[src/rtl/pgm_rom_fetch_ctrl.sv]
// pgm_rom_fetch_ctrl
// Serves 68000 reads of BIOS/P-ROM space from a small direct-mapped cache of
// 64-bit lines. Misses are fetched from DDRAM through a 4-phase req/ack
// handshake with the 50 MHz SDRAM arbiter. The ack is resynchronised locally.
// The block leaves reset in DRAIN, so a handshake that was still open when
// reset arrived is finished before any new request goes out.
module pgm_rom_fetch_ctrl #(
  parameter int IDX_W = 2,
  parameter int CNT_W = 16
) (
  input  logic             fixed_20m_clk,
  input  logic             reset,
  input  logic             cpu_as_n,
  input  logic             cpu_rw_n,
  input  logic [23:1]      cpu_adr,
  input  logic             rom_sel,
  input  logic             flush,
  output logic             dtack_n,
  output logic [15:0]      dout,
  output logic             req,
  output logic [20:0]      req_addr,
  input  logic             ack_async,
  input  logic [63:0]      line_data,
  output logic [CNT_W-1:0] hit_count,
  output logic [CNT_W-1:0] miss_count
);

  localparam int LINES = 1 << IDX_W;
  localparam int TAG_W = 21 - IDX_W;  // address bits [23:IDX_W+3]

  typedef enum logic [2:0] {
    S_DRAIN,
    S_IDLE,
    S_REQ,
    S_ACKLO,
    S_RESP
  } state_t;

  state_t r_state;
  state_t w_next_state;

  // Ack synchroniser
  logic r_ack_meta;
  logic r_ack_s;

  // Cycle bookkeeping
  logic [23:1] r_adr;
  logic        r_abort;
  logic        r_flush_pend;

  // Cache storage
  logic [LINES-1:0] r_valid;
  logic [TAG_W-1:0] r_tag  [LINES];
  logic [63:0]      r_line [LINES];

  // Registered outputs
  logic             r_dtack_n;
  logic [15:0]      r_dout;
  logic             r_req;
  logic [20:0]      r_req_addr;
  logic [CNT_W-1:0] r_hit_cnt;
  logic [CNT_W-1:0] r_miss_cnt;

  // Next-value and strobe wires from the output decoder
  logic        w_dtack_n_nxt;
  logic [15:0] w_dout_nxt;
  logic        w_req_nxt;
  logic [20:0] w_req_addr_nxt;
  logic        w_latch;
  logic        w_hit_inc;
  logic        w_miss_inc;
  logic        w_fill_we;

  // Lookup and fill decode
  logic             w_start;
  logic [IDX_W-1:0] w_cpu_idx;
  logic [TAG_W-1:0] w_cpu_tag;
  logic             w_hit;
  logic [IDX_W-1:0] w_fill_idx;
  logic [TAG_W-1:0] w_fill_tag;
  logic             w_aborted;

  function automatic logic [15:0] word_sel(input logic [63:0] line, input logic [1:0] sel);
    return line[{sel, 4'b0000} +: 16];
  endfunction

  assign w_start    = ~cpu_as_n & rom_sel;
  assign w_cpu_idx  = cpu_adr[IDX_W+2:3];
  assign w_cpu_tag  = cpu_adr[23:IDX_W+3];
  assign w_hit      = r_valid[w_cpu_idx] && (r_tag[w_cpu_idx] == w_cpu_tag);
  assign w_fill_idx = r_adr[IDX_W+2:3];
  assign w_fill_tag = r_adr[23:IDX_W+3];
  // The CPU has given up on this cycle if AS went high at any point after the request.
  assign w_aborted  = r_abort | cpu_as_n;

  // Two-flop synchroniser for the arbiter ack. It resets to 1 so that DRAIN
  // waits for the real ack level instead of trusting a reset value.
  always_ff @(posedge fixed_20m_clk) begin
    if (reset) begin
      r_ack_meta <= 1'b1;
      r_ack_s    <= 1'b1;
    end else begin
      r_ack_meta <= ack_async;
      r_ack_s    <= r_ack_meta;
    end
  end

  // State register.
  // NOTE: clocked state uses non-blocking assignments so every flop samples
  // pre-edge values regardless of the order in which the blocks are evaluated.
  always_ff @(posedge fixed_20m_clk) begin
    if (reset) r_state <= S_DRAIN;
    else       r_state <= w_next_state;
  end

  // Next-state decode.
  // NOTE: every combinational output gets a default first, so no path can
  // leave it unassigned and infer a latch.
  always_comb begin
    w_next_state = r_state;
    unique case (r_state)
      S_DRAIN: if (!r_ack_s) w_next_state = S_IDLE;
      S_IDLE: begin
        if (w_start) begin
          if (!cpu_rw_n || w_hit) w_next_state = S_RESP;
          else                    w_next_state = S_REQ;
        end
      end
      S_REQ:   if (r_ack_s) w_next_state = S_ACKLO;
      S_ACKLO: if (!r_ack_s) w_next_state = w_aborted ? S_IDLE : S_RESP;
      S_RESP:  if (cpu_as_n) w_next_state = S_IDLE;
      default: w_next_state = S_DRAIN;
    endcase
  end

  // Output decode: next values of the registered outputs plus cache/counter strobes.
  always_comb begin
    w_dtack_n_nxt  = 1'b1;
    w_dout_nxt     = r_dout;
    w_req_nxt      = 1'b0;
    w_req_addr_nxt = r_req_addr;
    w_latch        = 1'b0;
    w_hit_inc      = 1'b0;
    w_miss_inc     = 1'b0;
    w_fill_we      = 1'b0;
    unique case (r_state)
      S_IDLE: begin
        if (w_start) begin
          w_latch = 1'b1;
          if (!cpu_rw_n) begin
            w_dtack_n_nxt = 1'b0;
          end else if (w_hit) begin
            w_dtack_n_nxt = 1'b0;
            w_dout_nxt    = word_sel(r_line[w_cpu_idx], cpu_adr[2:1]);
            w_hit_inc     = 1'b1;
          end else begin
            w_req_nxt      = 1'b1;
            w_req_addr_nxt = cpu_adr[23:3];
            w_miss_inc     = 1'b1;
          end
        end
      end
      S_REQ: begin
        w_req_nxt = ~r_ack_s;
        if (r_ack_s) begin
          // A flush seen now or earlier in this fill keeps the line invalid.
          w_fill_we     = ~flush & ~r_flush_pend;
          w_dtack_n_nxt = w_aborted;
          if (!w_aborted) w_dout_nxt = word_sel(line_data, r_adr[2:1]);
        end
      end
      S_ACKLO: w_dtack_n_nxt = w_aborted;
      S_RESP:  w_dtack_n_nxt = cpu_as_n;
      default: ;
    endcase
  end

  // Output registers, address latch, and abort/flush tracking for the current fill.
  always_ff @(posedge fixed_20m_clk) begin
    if (reset) begin
      r_dtack_n    <= 1'b1;
      r_dout       <= 16'hFFFF;
      r_req        <= 1'b0;
      r_req_addr   <= '0;
      r_adr        <= '0;
      r_abort      <= 1'b0;
      r_flush_pend <= 1'b0;
    end else begin
      r_dtack_n  <= w_dtack_n_nxt;
      r_dout     <= w_dout_nxt;
      r_req      <= w_req_nxt;
      r_req_addr <= w_req_addr_nxt;
      if (w_latch) r_adr <= cpu_adr;
      if (r_state == S_IDLE) begin
        r_abort      <= 1'b0;
        r_flush_pend <= 1'b0;
      end else begin
        if ((r_state == S_REQ || r_state == S_ACKLO) && cpu_as_n) r_abort <= 1'b1;
        if (r_state == S_REQ && flush) r_flush_pend <= 1'b1;
      end
    end
  end

  // Valid bits: reset and flush clear all lines; a fill marks its line valid.
  always_ff @(posedge fixed_20m_clk) begin
    if (reset)          r_valid <= '0;
    else if (flush)     r_valid <= '0;
    else if (w_fill_we) r_valid[w_fill_idx] <= 1'b1;
  end

  // Tag and data storage written on fill.
  // NOTE: tag/data arrays are not reset; the valid bits alone make stale
  // contents unreachable, and leaving them out of reset keeps them plain RAM.
  always_ff @(posedge fixed_20m_clk) begin
    if (w_fill_we) begin
      r_tag[w_fill_idx]  <= w_fill_tag;
      r_line[w_fill_idx] <= line_data;
    end
  end

  // Saturating hit/miss statistics.
  always_ff @(posedge fixed_20m_clk) begin
    if (reset) begin
      r_hit_cnt  <= '0;
      r_miss_cnt <= '0;
    end else begin
      if (w_hit_inc && r_hit_cnt != '1)   r_hit_cnt  <= r_hit_cnt + CNT_W'(1);
      if (w_miss_inc && r_miss_cnt != '1) r_miss_cnt <= r_miss_cnt + CNT_W'(1);
    end
  end

  assign dtack_n    = r_dtack_n;
  assign dout       = r_dout;
  assign req        = r_req;
  assign req_addr   = r_req_addr;
  assign hit_count  = r_hit_cnt;
  assign miss_count = r_miss_cnt;

endmodule

[config.mk]
export PLATFORM = sky130hd
export DESIGN_NAME = pgm_rom_fetch_ctrl
export DESIGN_NICKNAME = d
export VERILOG_FILES = /design/src/rtl/pgm_rom_fetch_ctrl.sv
export SDC_FILE = /design/constraint.sdc
export NUM_CORES = 1
export LEC_CHECK = 0
export BUFFER_PORTS_ARGS = -buffer_cell sky130_fd_sc_hd__buf_2
export CAP_MARGIN = 15
export CORE_UTILIZATION = 64
export DETAILED_ROUTE_END_ITERATION = 8
export HOLD_SLACK_MARGIN = 0.08
export PLACE_DENSITY = 0.85
export RECOVER_POWER = 100
export SLEW_MARGIN = 20
export SYNTH_ARGS = -nofsm -noshare
export SYNTH_HDL_FRONTEND = slang
export SYNTH_SLANG_ARGS = --single-unit
[constraint.sdc]
create_clock -name fixed_20m_clk -period 14.67 [get_ports fixed_20m_clk]
set_input_delay 0 -clock fixed_20m_clk [delete_from_list [all_inputs] [get_ports fixed_20m_clk]]
set_output_delay 0 -clock fixed_20m_clk [all_outputs]
set_load 0.02 [all_outputs]
## Yosys cells after proc, flatten, opt, wreduce, memory -nomap -nowiden

Memories as Yosys holds them, arrays and structs flattened.
Index checks and enable logic that the tools add are counted.

- Logic and storage cells: 98
- Memory bits (writable): 332
- Output and inout bits: 71
- Flip-flop bits (word level): 105
- Memories: 2

Memories:

| memory | words | width | rd ports | clocked after Yosys merged registers in | write ports | RTL line | RTL |
|---|---|---|---|---|---|---|---|
| r_line | 4 | 64 | 1 | 0 | 1 | 54 | `logic [63:0] r_line [LINES];` |
| r_tag | 4 | 19 | 1 | 0 | 1 | 53 | `logic [TAG_W-1:0] r_tag [LINES];` |

- Add/subtract/negate cells: 2
- Muxes and demuxes: 36
- $lt $le $gt $ge: 3
- Bitwise operators: 9
- Equality and inequality tests: 15
- Reduce and logical (&&, ||, !) cells: 16
- Shifts and indexed selects: 2

Operators with widths:

| cell | number |
|---|---|
| 64-bit by 7-bit indexed part select with 16-bit output | 2 |
| 16-bit two-way mux | 5 |
| 16-bit by 1-bit adder with 16-bit output, second input constant | 2 |
| 16-bit inequality test, second input constant | 2 |
| 16-bit case mux with 2 select lines | 1 |
| 3-bit two-way mux | 7 |
| 19-bit equality test | 1 |
| 1-bit two-way mux | 18 |
| 2-bit inequality test, second input constant | 8 |
| 3-bit case mux with 5 select lines | 1 |
| 3-bit by 2-bit equality test with 1-bit output, second input constant | 2 |
| 1-bit logical AND | 6 |
| 2-bit by 3-bit < comparator with 1-bit output, second input constant | 2 |
| 6-bit AND reduction | 1 |
| 1-bit NOT | 5 |
| 5-bit AND reduction | 1 |
| 4-bit bitwise OR | 1 |
| 1-bit case mux with 4 select lines | 1 |
| 4-bit AND reduction | 1 |
| 2-bit OR reduction | 2 |
| 3-bit by 1-bit equality test with 1-bit output, second input constant | 1 |
| 3-bit equality test, second input constant | 1 |
| 3-bit logical NOT | 1 |
| 1-bit AND | 2 |
| other kinds (8) | 9 |

## Depth between registers and ports, before layout

Gate-level depths: netlist of run 1.

- Depth in word-level cells: 8
- Gate-level depth with buffers: 12

## Worst setup path before layout of run 1

Ideal clock, no wire load.

- Path type: register to register
- Start: register r_state[2]
- End: memory r_line[1][0] (enable)
- Arrival time: 7352 ps
- Period minus slack after synthesis: 7997 ps
- Library setup time: 646 ps
- Buffers on the path: 2
- Slack: 6673 ps
- Stages on the path, launching flop included: 7
- Cell sequence: dfxtp_1 clkbuf_1 nor2_1 and2_1 clkbuf_1 nand2_1 nor3b_1

- Longest elaborated chain between the ends: 4

Ends and longest elaborated chain:

| element | RTL line | RTL |
|---|---|---|
| start: declaration | 39 | `state_t r_state;` |
| start signal: assignment | 113 | `else r_state <= w_next_state;` |
| 3-bit by 2-bit equality test with 1-bit output | 146 | `unique case (r_state)` |
| 1-bit two-way mux | 146 |  |
| 1-bit two-way mux | 215 | `if (w_fill_we) begin` |
| 1-bit two-way mux (not written as such) | 217 | `r_line[w_fill_idx] <= line_data;` |
| end: declaration | 54 |  |

No other way between the ends.

## Final worst setup path of run 1

- Start: register r_state[1]
- End: memory r_tag[0][0] in the netlist's numbering (enable)

- Longest elaborated chain between the ends: 4

Ends and longest elaborated chain:

| element | RTL line | RTL |
|---|---|---|
| 3-bit by 2-bit equality test with 1-bit output | 146 |  |
| 1-bit two-way mux | 146 |  |
| 1-bit two-way mux | 215 |  |
| 1-bit two-way mux (not written as such) | 216 | `r_tag[w_fill_idx] <= w_fill_tag;` |
| end: declaration | 53 |  |

No other way between the ends.

==> results.md, run 1 <==
Logic synthesis:
- Synthesis inferred 437 register bits.
- The number of distinct standard cells referenced by the synthesized netlist is 54.
- In the synthesized netlist the dominant register cell turns out to be sky130_fd_sc_hd__edfxtp_1.
- The gate count of the mapped netlist is 1,048.
- The portion of the post-synthesis area used by sequential elements is 0.6907.
- During synthesis, Yosys emitted a total of 0 warnings.
- Yosys mapped a number of flops with a built-in enable equal to 332.
- The share of synthesized area in the top cell type comes to 0.5704.
- The number of nets in the synthesized netlist is 1,144.
- Of the total synthesized cell area, the portion taken by AND, OR, NAND and NOR gates is 0.06686.
- Yosys instantiated no cell more often than sky130_fd_sc_hd__edfxtp_1.
- After synthesis, the cell types taking the most area are sky130_fd_sc_hd__edfxtp_1 (57%), sky130_fd_sc_hd__mux4_2 (14%), sky130_fd_sc_hd__dfxtp_1 (12%).
- The largest family of logic cells by synthesized area is multiplexers.
- For this run, asynchronously set or reset flops after synthesis account for 0.
- Of the total synthesized cell area, the portion taken by full adders, half adders and majority gates is 0.001432.
- The XOR/XNOR share of the synthesized area is 0.01854.
- In this run the mean area of a mapped cell was 16.68 sq um.
- The largest total area in the synthesized netlist belongs to sky130_fd_sc_hd__edfxtp_1.
- Of the post-synthesis cell area, the part taken by muxes is 0.1740.
- After synthesis the cells add up to 0.01748 sq mm.
- By count the netlist is led by sky130_fd_sc_hd__edfxtp_1 (332), sky130_fd_sc_hd__mux4_2 (108), sky130_fd_sc_hd__dfxtp_1 (105).
- The complex-gate fraction of the synthesized area is 0.03121.

STA:
- The clock skew after layout is 13.14 ps.
- Setup repair after global routing left no endpoint under its margin.
- In this run the tightest slew margin relative to its limit is -1.785.
- The count of final hold-check violations is 0.
- The total count of max-transition violations in the final report is 573.
- The part of the cycle the worst path needs is 0.4894.
- The total negative slack for setup checks is 0 ps.
- Setup violations remaining at the end of the flow were counted as 0.
- The time the final worst path needs with I/O delays and setup is 7180 ps.
- The setup slack of the critical path after layout is 7490 ps.
- For the pin with the worst max-slew slack, the measured transition is 4177 ps.
- For this run, the top clock speed supported by timing is 0.1393 GHz.

Placement:
- The cell total after placement is 1,509.
- The routability congestion estimate is 0.8335.
- During placement, the flow inserted port buffers numbering 164.
- Before CTS, the worst setup slack after placement is 10,980 ps.
- Once placement finished, the instance area stood at 0.01862 sq mm.
- The estimated wirelength of the detail-placed design is 21,220 um.

Power:
- For this design the static power due to leakage is 6.969 nW.
- The net load switching power is 0.5253 mW.
- Of the total power, the share spent switching nets is 0.2082.
- Of the total power, combinational logic draws 0.056.
- Of the total power, registers draw 0.530.
- The clock share of power is 0.415.
- For this design the ratio of total power to cell area is 122.4 mW/mm^2.
- The internal portion of the total power is 1.998 mW.
- The highest ir drop seen on vdd is 139.8 uV.

Clock network:
- The number of cells upsized or downsized after cts is 0.
- The TritonCTS clock tree is built.
- The clock latency at the later pin of the worst-skew pair is 530 ps.
- The tree is rooted in a sky130_fd_sc_hd__clkbuf_16.
- The CTS buffer count is 42.
- The clock drives 437 sinks.
- The count of H-tree levels built during CTS is 2.
- Counting along the longest clock path gives a buffer depth of 3.
- The clock transition at the registers of the reported paths is 60 ps.

Critical path:
- The critical path is of the flip-flop to flip-flop type.
- Among all stages on the critical path, the largest delay is contributed by sky130_fd_sc_hd__clkbuf_1.
- The largest incremental delay on the critical path is 2200 ps.
- The startpoint type of the worst setup path is a flip-flop.
- For the worst setup path, the data required time is 14,750 ps.
- The worst register-to-register path begins at r_state[1].
- Across all register-to-register paths, the minimum setup slack is 7490 ps.
- Along the worst path, the maximum fanout reaches 44.
- The capturing element type of the critical path is a flip-flop.
- The cell repeated most along the worst path is sky130_fd_sc_hd__clkbuf_1.
- The critical path starts at r_state[1].
- The critical path goes through and2_1 > clkbuf_1 > nand2_1 > nor3_1 > clkbuf_1 > clkbuf_1.
- The data arrival at the endpoint of the critical path is 7260 ps.

Final layout:
- The final cell utilization of the core is 0.7670.
- The post-layout instance count excluding filler cells is 1,677.
- At the end of the flow, the number of nets in the layout was 1,398.
- Of the cells placed in the final design, the portion with a size suffix greater than 1 is 0.1582.
- The post-layout instance area is 0.02061 sq mm.
- The post-synthesis to final-layout area growth is 17.94%.

Floorplan:
- The placement row count is 60.
- The number of placed I/O pins is 165.
- The floorplan die area is 0.02797 sq mm.
- For this configuration, the core starts out at a cell density of 0.6503.
- Measured along the y axis, the die boundary spans 167.3 um.
- Measured along the x axis, the die boundary spans 167.3 um.
- The core box area is 0.02688 sq mm.

Routing:
- The via count is 10.59k.
- The detailed router's first-iteration violation count is 1,078.
- The final wirelength is 39,830 um.
- For this run, the detailed router's first-pass iteration total came to 5.
- The number of design rule violations left after detail routing is 0.
- The detail-routed net length per standard cell is 23.75 um.
- The detail route stage leaves a number of antenna-violating nets equal to 0.
- Dividing the detail-routed via count by the number of cells gives 6.317.

Hold path:
- The worst hold path belongs to the class primary input to flip-flop.
- The startpoint of the lowest-slack hold path is cpu_adr[1].

GRT:
- The met1 usage in global routing is 0.3816.
- The global routing stage identified its most utilized layer as met2.
- In the global route stage, overall resource usage came out at 0.2890.
- The number of global-route vias before repair is 10.74k.
- For this run the aggregate overflow at the end of global routing stands at 0.
- The global-route wire length before repair is 61,020 um.
- The maximum number of pins on one net before global-route repair is 94.
- The number of antenna violations at the first check in global routing is 2.
- In the global route stage, met2 resource usage came out at 0.4923.
- For this run, global-route usage on met3 was measured as 0.04727.

Run:
- Max-cap violations in this run came to 13.

Run status:
- The run finished, with violations left.
- The final reports fail on capacitance limit, slew limit.
==> cell usage in the layout, fill, tap and decap left out, drive strengths merged, types with 10 or more instances in the layout <==
cell         synthesis  layout
and3                10      10
o211ai              16      16
buf                 23      34
nand2               81      81
edfxtp             332     332
xor2                16      16
clkbuf              37     211
nand4               10      10
dfxtp              105     105
xnor2               21      21
dlygate4sd3          0      90
inv                 10      11
mux4               108     108
a21oi               38      38
nor2                63      63
nand3               16      16
mux2i               53      53
nor2b               10      10
o21ai               10      10
nor3                22      22
==> layout make-up <==
| class | instances | area, sq um |
|---|---|---|
| multi-input cells | 541 | 5105 |
| fillers | 1569 | 6262 |
| diodes | 2 | 5.005 |
| flip-flops and latches | 437 | 12070 |
| well taps | 341 | 426.7 |
| inverters | 10 | 37.54 |
| clock inverters | 11 | 92.59 |
| clock buffers | 65 | 1239 |
| repair buffers | 270 | 1637 |
==> through the flow <==
step,hold slack (ps),power (mW)
after floorplan,79.31,1.436
after global placement,215.6,1.478
after detailed placement,215.3,1.482
after CTS,82.09,2.533
after global routing,148.0,2.592
final,85.44,2.523
==> power groups by stage <==
stage / Sequential, mW / Combinational, mW / Clock, mW
6_report: 1.34 / 0.140 / 1.05
2_1_floorplan: 1.36 / 0.0723 / 0
3_3_place_gp: 1.36 / 0.117 / 0
4_1_cts: 1.34 / 0.141 / 1.06
5_1_grt: 1.34 / 0.149 / 1.11
3_5_place_dp: 1.36 / 0.120 / 0
==> cell families (layout without fill, tap and decap cells) <==
logic type      after synthesis  after routing
compound gates               87             87
mux                         168            168
fa+ha+maj                     2              2
flops                       437            437
xor+xnor                     37             37
other cells                   0              2
buf+inv                      70            356
simple gates                247            247
==> worst max-delay path, delay by kind of cell, from the launching register on <==
| kind | cells | cell delay, ps |
|---|---|---|
| and+or+nand+nor | 3 | 640 |
| DFF | 1 | 620 |
| buffers and inverters | 3 | 5410 |
==> path summary, 6_finish.rpt <==
path / end / cells past startpoint
worst min-delay path: r_adr[1] / 3
worst max register to register: r_tag[0][0] / 6
worst min register to register: r_ack_s / 1
worst max-delay path: r_tag[0][0] / 6
==> metal layers <==
metal | vias to the layer above | wire (um)
li1 | 4612 | -
met1 | 5335 | 15350
met2 | 558 | 20480
met3 | 88 | 2934
met4 | 0 | 1071
met5 | - | 0
==> registers in the layout, indices dropped and copies added (netlist names) <==
| register | cells |
|---|---|
| r_adr | 23 |
| dtack_n | 1 |
| r_tag | 76 |
| req_addr | 21 |
| miss_count | 16 |
| r_ack_meta | 1 |
| req | 1 |
| r_line | 256 |
| r_state | 3 |
| r_abort | 1 |
| r_flush_pend | 1 |
| r_valid | 4 |
| hit_count | 16 |
| r_ack_s | 1 |
| dout | 16 |
==> repair_timing <==
item / CTS / global route
setup buffers: 0 / 0
hold buffers: 90 / 0
hold endpoints to repair: 314 / 0
setup endpoints to repair: 0 / 0
(Power assumes the default switching activity.)
==> run 2: changes to the inputs <==
--- a/config.mk
+++ b/config.mk
@@ -5,12 +5,13 @@
 export SDC_FILE = /design/constraint.sdc
 export NUM_CORES = 1
 export LEC_CHECK = 0
+export ABC_AREA = 1
 export BUFFER_PORTS_ARGS = -buffer_cell sky130_fd_sc_hd__buf_2
 export CAP_MARGIN = 15
-export CORE_UTILIZATION = 64
+export CORE_UTILIZATION = 59
 export DETAILED_ROUTE_END_ITERATION = 8
 export HOLD_SLACK_MARGIN = 0.08
-export PLACE_DENSITY = 0.85
+export PLACE_DENSITY = 0.79
 export RECOVER_POWER = 100
 export SLEW_MARGIN = 20
 export SYNTH_ARGS = -nofsm -noshare
==> constraint.sdc (replaced) <==
create_clock -name fixed_20m_clk -period 7.3 [get_ports fixed_20m_clk]
set_input_delay 0 -clock fixed_20m_clk [delete_from_list [all_inputs] [get_ports fixed_20m_clk]]
set_output_delay 0 -clock fixed_20m_clk [all_outputs]
set_load 0.02 [all_outputs]
==> results.md, run 2 <==
Floorplan:
- The effective utilization at floorplan is 0.5988.
- The die is 178.2 um wide.
- The number of placed I/O pins is 165.
- The core box area is 0.03059 sq mm.
- The placement row count is 64.
- The floorplan die area is 0.03175 sq mm.
- The vertical die dimension is 178.2 um.

Logic synthesis:
- The commonest cells after synthesis are sky130_fd_sc_hd__edfxtp_1 (332), sky130_fd_sc_hd__nand2_1 (307), sky130_fd_sc_hd__nor2_1 (261).
- Of the total synthesized cell area, the portion taken by AND, OR, NAND and NOR gates is 0.1814.
- The number of enable-type register cells in the synthesized netlist is 332.
- The register bit total from synthesis is 437.
- The biggest area contributor in the post-synthesis netlist is sky130_fd_sc_hd__edfxtp_1.
- Counting every net in the synthesized netlist gives 1,834.
- The complex-gate fraction of the synthesized area was 0.1152.
- The fraction of synthesis flops using an asynchronous set or reset pin is 0.
- The mapped netlist covers 0.01832 sq mm.
- The share of the synthesized area in the top cell type is 0.5443.
- The number of distinct standard cells referenced by the synthesized netlist is 44.
- The average cell area after synthesis is 10.54 sq um.
- The portion of the post-synthesis area used by sequential elements is 0.6591.
- The portion of synthesized area spent on multiplexers is 0.
- Ranked by total cell area, the synthesized netlist is headed by sky130_fd_sc_hd__edfxtp_1 (54%), sky130_fd_sc_hd__dfxtp_1 (11%), sky130_fd_sc_hd__nand2_1 (6.3%).
- In the synthesized netlist the dominant register cell turns out to be sky130_fd_sc_hd__edfxtp_1.
- By area, the combinational part of the netlist is dominated by simple AND/OR/NAND/NOR gates.
- The Yosys step of the flow raised 0 warnings.
- The most common cell in the synthesized netlist is sky130_fd_sc_hd__edfxtp_1.
- Of the total synthesized cell area, the portion taken by full adders, half adders and majority gates is 0.001366.
- The cell count after synthesis came out at 1,738.
- Of the total synthesized cell area, the portion taken by XOR and XNOR cells is 0.001913.

Critical path:
- The slowest stage cell on the critical path is sky130_fd_sc_hd__clkbuf_1.
- The buffering stage count on the worst path with inverters included is 4.
- The data arrival at the endpoint of the critical path is 5470 ps.
- The largest incremental delay on the critical path is 2920 ps.
- The critical path in this run is classified as flip-flop to flip-flop.
- Along the worst path, the maximum fanout reaches 62.
- The cell repeated most along the worst path is sky130_fd_sc_hd__inv_1.
- Walking the worst path, the cells encountered are inv_1 > nor3_1 > inv_1 > nor4_1 > inv_1 > nor3_1 > clkbuf_1.
- The endpoint required time on the critical path is 7340 ps.
- The startpoint type of the worst setup path is a flip-flop.
- The kind of cell with the highest combined delay along the critical path is buffers and inverters.
- STA classifies the critical path endpoint as a flip-flop.

Clock network:
- The count of H-tree levels built during CTS is 2.
- In this run, post-CTS repair resized a total of 0 instances.
- At the later pin of the worst-skew pair, clock insertion delay measures 550 ps.
- The longest clock path from root to sink contains 3 buffers.
- The clock transition at the registers of the reported paths is 60 ps.
- The clock net in this run drives a total of 437 sinks.
- The tree is rooted in a sky130_fd_sc_hd__clkbuf_16.
- The TritonCTS clock tree is built.
- The post-CTS setup buffer count is 0.
- The CTS buffer count is 42.

GRT:
- The global-route wire length before repair is 75,420 um.
- The total congestion overflow after global routing is 0.
- The maximum number of pins on one net before global-route repair is 108.
- The number of antenna violations at the first check in global routing is 5.
- For this run, global-route usage on met1 was measured as 0.4186.
- The number of global-route vias before repair is 13.93k.
- For this run, global-route usage on met3 was measured as 0.06138.
- The global routing met2 resource utilization is 0.5049.
- The busiest layer in global routing is met2.
- The combined global-route utilization of all metal layers is 0.3109.

Placement:
- The routability congestion estimate is 0.8774.
- In this run, placement finished with an instance count of 2,212.
- Port buffering added 164 buffers.
- In this run the cell area measured after placement is 0.01930 sq mm.
- The estimated wirelength of the detail-placed design is 28,140 um.

Run:
- The number of maximum-capacitance constraint violations is 11.

STA:
- The time the final worst path needs with I/O delays and setup is 5428 ps.
- Dividing the final minimum period by the clock period gives 0.7436.
- At the pin with the least slew margin, the transition time is 4131 ps.
- The remaining max-slew budget at the tightest pin is -1.754.
- The total count of max-transition violations in the final report is 488.
- The maximum clock frequency is 0.1842 GHz.
- The final setup violation count is 0.
- The clock skew after layout is 24.55 ps.
- The worst hold slack is 217.3 ps.
- Setup repair after global routing left no endpoint under its margin.
- The count of final hold-check violations is 0.

Power:
- The analysis attributes to net switching a power of 1.397 mW.
- Dividing total power by cell area gives a power density of 257.5 mW/mm^2.
- The internal portion of the total power is 4.078 mW.
- The analysis attributes to cell leakage a power of 7.335 nW.
- Of the total power, the clock network draws 0.377.
- Of the total power, registers draw 0.509.
- The switching share of power is 0.2551.
- VDD sags by at most 240.6 uV.
- The share of total power dissipated in combinational logic is 0.113.

Final layout:
- Once layout is done, the placed cells without fillers occupy 0.02126 sq mm.
- The multi-input combinational cell area is 0.005460 sq mm.
- In the final layout, the registers with the most flip-flops are r_line: 256 flops, r_tag: 76 flops, r_adr: 23 flops.
- The top cell types in the final layout, fill and taps aside, are sky130_fd_sc_hd__edfxtp_1 (332), sky130_fd_sc_hd__nand2_1 (308), sky130_fd_sc_hd__nor2_1 (262).
- The net count of the finished layout is 2,047.
- The register cell area after layout is 0.01207 sq mm.
- Counting flops per register, the top entry is r_line.
- The share of cells above drive strength 1 is 0.06051.
- The post-layout instance count excluding filler cells is 2,386.
- The register with the most flip-flops in the layout has 256 of them.
- The most frequent standard cell in the layout excluding fill and tap cells is sky130_fd_sc_hd__edfxtp_1.
- The post-synthesis to final-layout area growth is 16.08%.
- The count of filler cells inserted in the layout is 2,255.
- The final cell utilization of the core is 0.6951.

Run status:
- The run finished, with violations left.
- The checks that failed: capacitance limit, slew limit.

Routing:
- The via count is 14.69k.
- The detail-routed net length per standard cell is 20.84 um.
- The final wirelength is 49,720 um.
- The remaining antenna violation count after routing is 0.
- The number of optimization iterations in the first detailed-route pass is 6.
- The number of vias per cell is 6.156.
- The first routing iteration left 1,920 violations.
- For this run, design rule violations remaining after detail routing come to 0.

Hold path:
- The min-delay analysis places its worst path in the category primary input to flip-flop.
## run 2: worst paths after layout
check,slack (ps),cells past startpoint,startpoint,end
min,220,3,ack_async,r_ack_meta
max reg2reg,1870,7,r_state[1],r_line[2][0]
min reg2reg,420,1,r_ack_meta,r_ack_s
max,1870,7,r_state[1],r_line[2][0]
## run 2: stage by stage
stage          total power [mW]  setup TNS [ps]  worst slack (ps)
6_report                  5.475               0              1872
5_1_grt                   5.627               0              1633
4_1_cts                   5.471               0              3397
3_5_place_dp              3.405               0              3406
3_3_place_gp              3.384               0              3578
2_1_floorplan             3.199          -91630            -276.0
## run 2: kinds of logic (layout without fill, tap and decap cells)
group | after synthesis | in the layout
other cells | 0 | 7
flops | 437 | 437
buf+inv | 174 | 419
simple gates | 767 | 767
xor+xnor | 4 | 4
compound gates | 354 | 354
fa+ha+maj | 2 | 2
## run 2: final cells by class
| cell class | instances | share of cell area |
|---|---|---|
| antenna | 7 | 0.0008239 |
| clock inverter | 23 | 0.008356 |
| inverter | 72 | 0.01295 |
| timing repair buffer | 271 | 0.07762 |
| tap | 396 | 0.02330 |
| clock buffer | 53 | 0.05237 |
| multi-input combinational | 1127 | 0.2568 |
| sequential | 437 | 0.5678 |
## run 2: worst register-to-register path, delay by kind of cell (launching register included)
kind | cells | cell delay, ps
buffers and inverters | 4 | 3660
flip-flops | 1 | 390
AND/OR/NAND/NOR | 3 | 830
## run 2: power by group through the flow
stage	clock network [mW]	logic [mW]	registers (mW)
floorplan	0	0.328	2.87
CTS	2.07	0.618	2.78
global placement	0	0.552	2.83
finish	2.07	0.621	2.79
global route	2.17	0.667	2.79
detailed placement	0	0.572	2.83
## run 2: what timing repair did
action                                  4_1_cts  5_1_grt
endpoints found under the setup margin        0        0
endpoints found under the hold margin       326        0
hold buffers                                 91        0
## run 2: routing by layer
layer,vias to the layer above,wire [um]
li1,6633,-
met1,6920,18830
met2,974,23660
met3,161,5571
met4,0,1647
met5,-,0
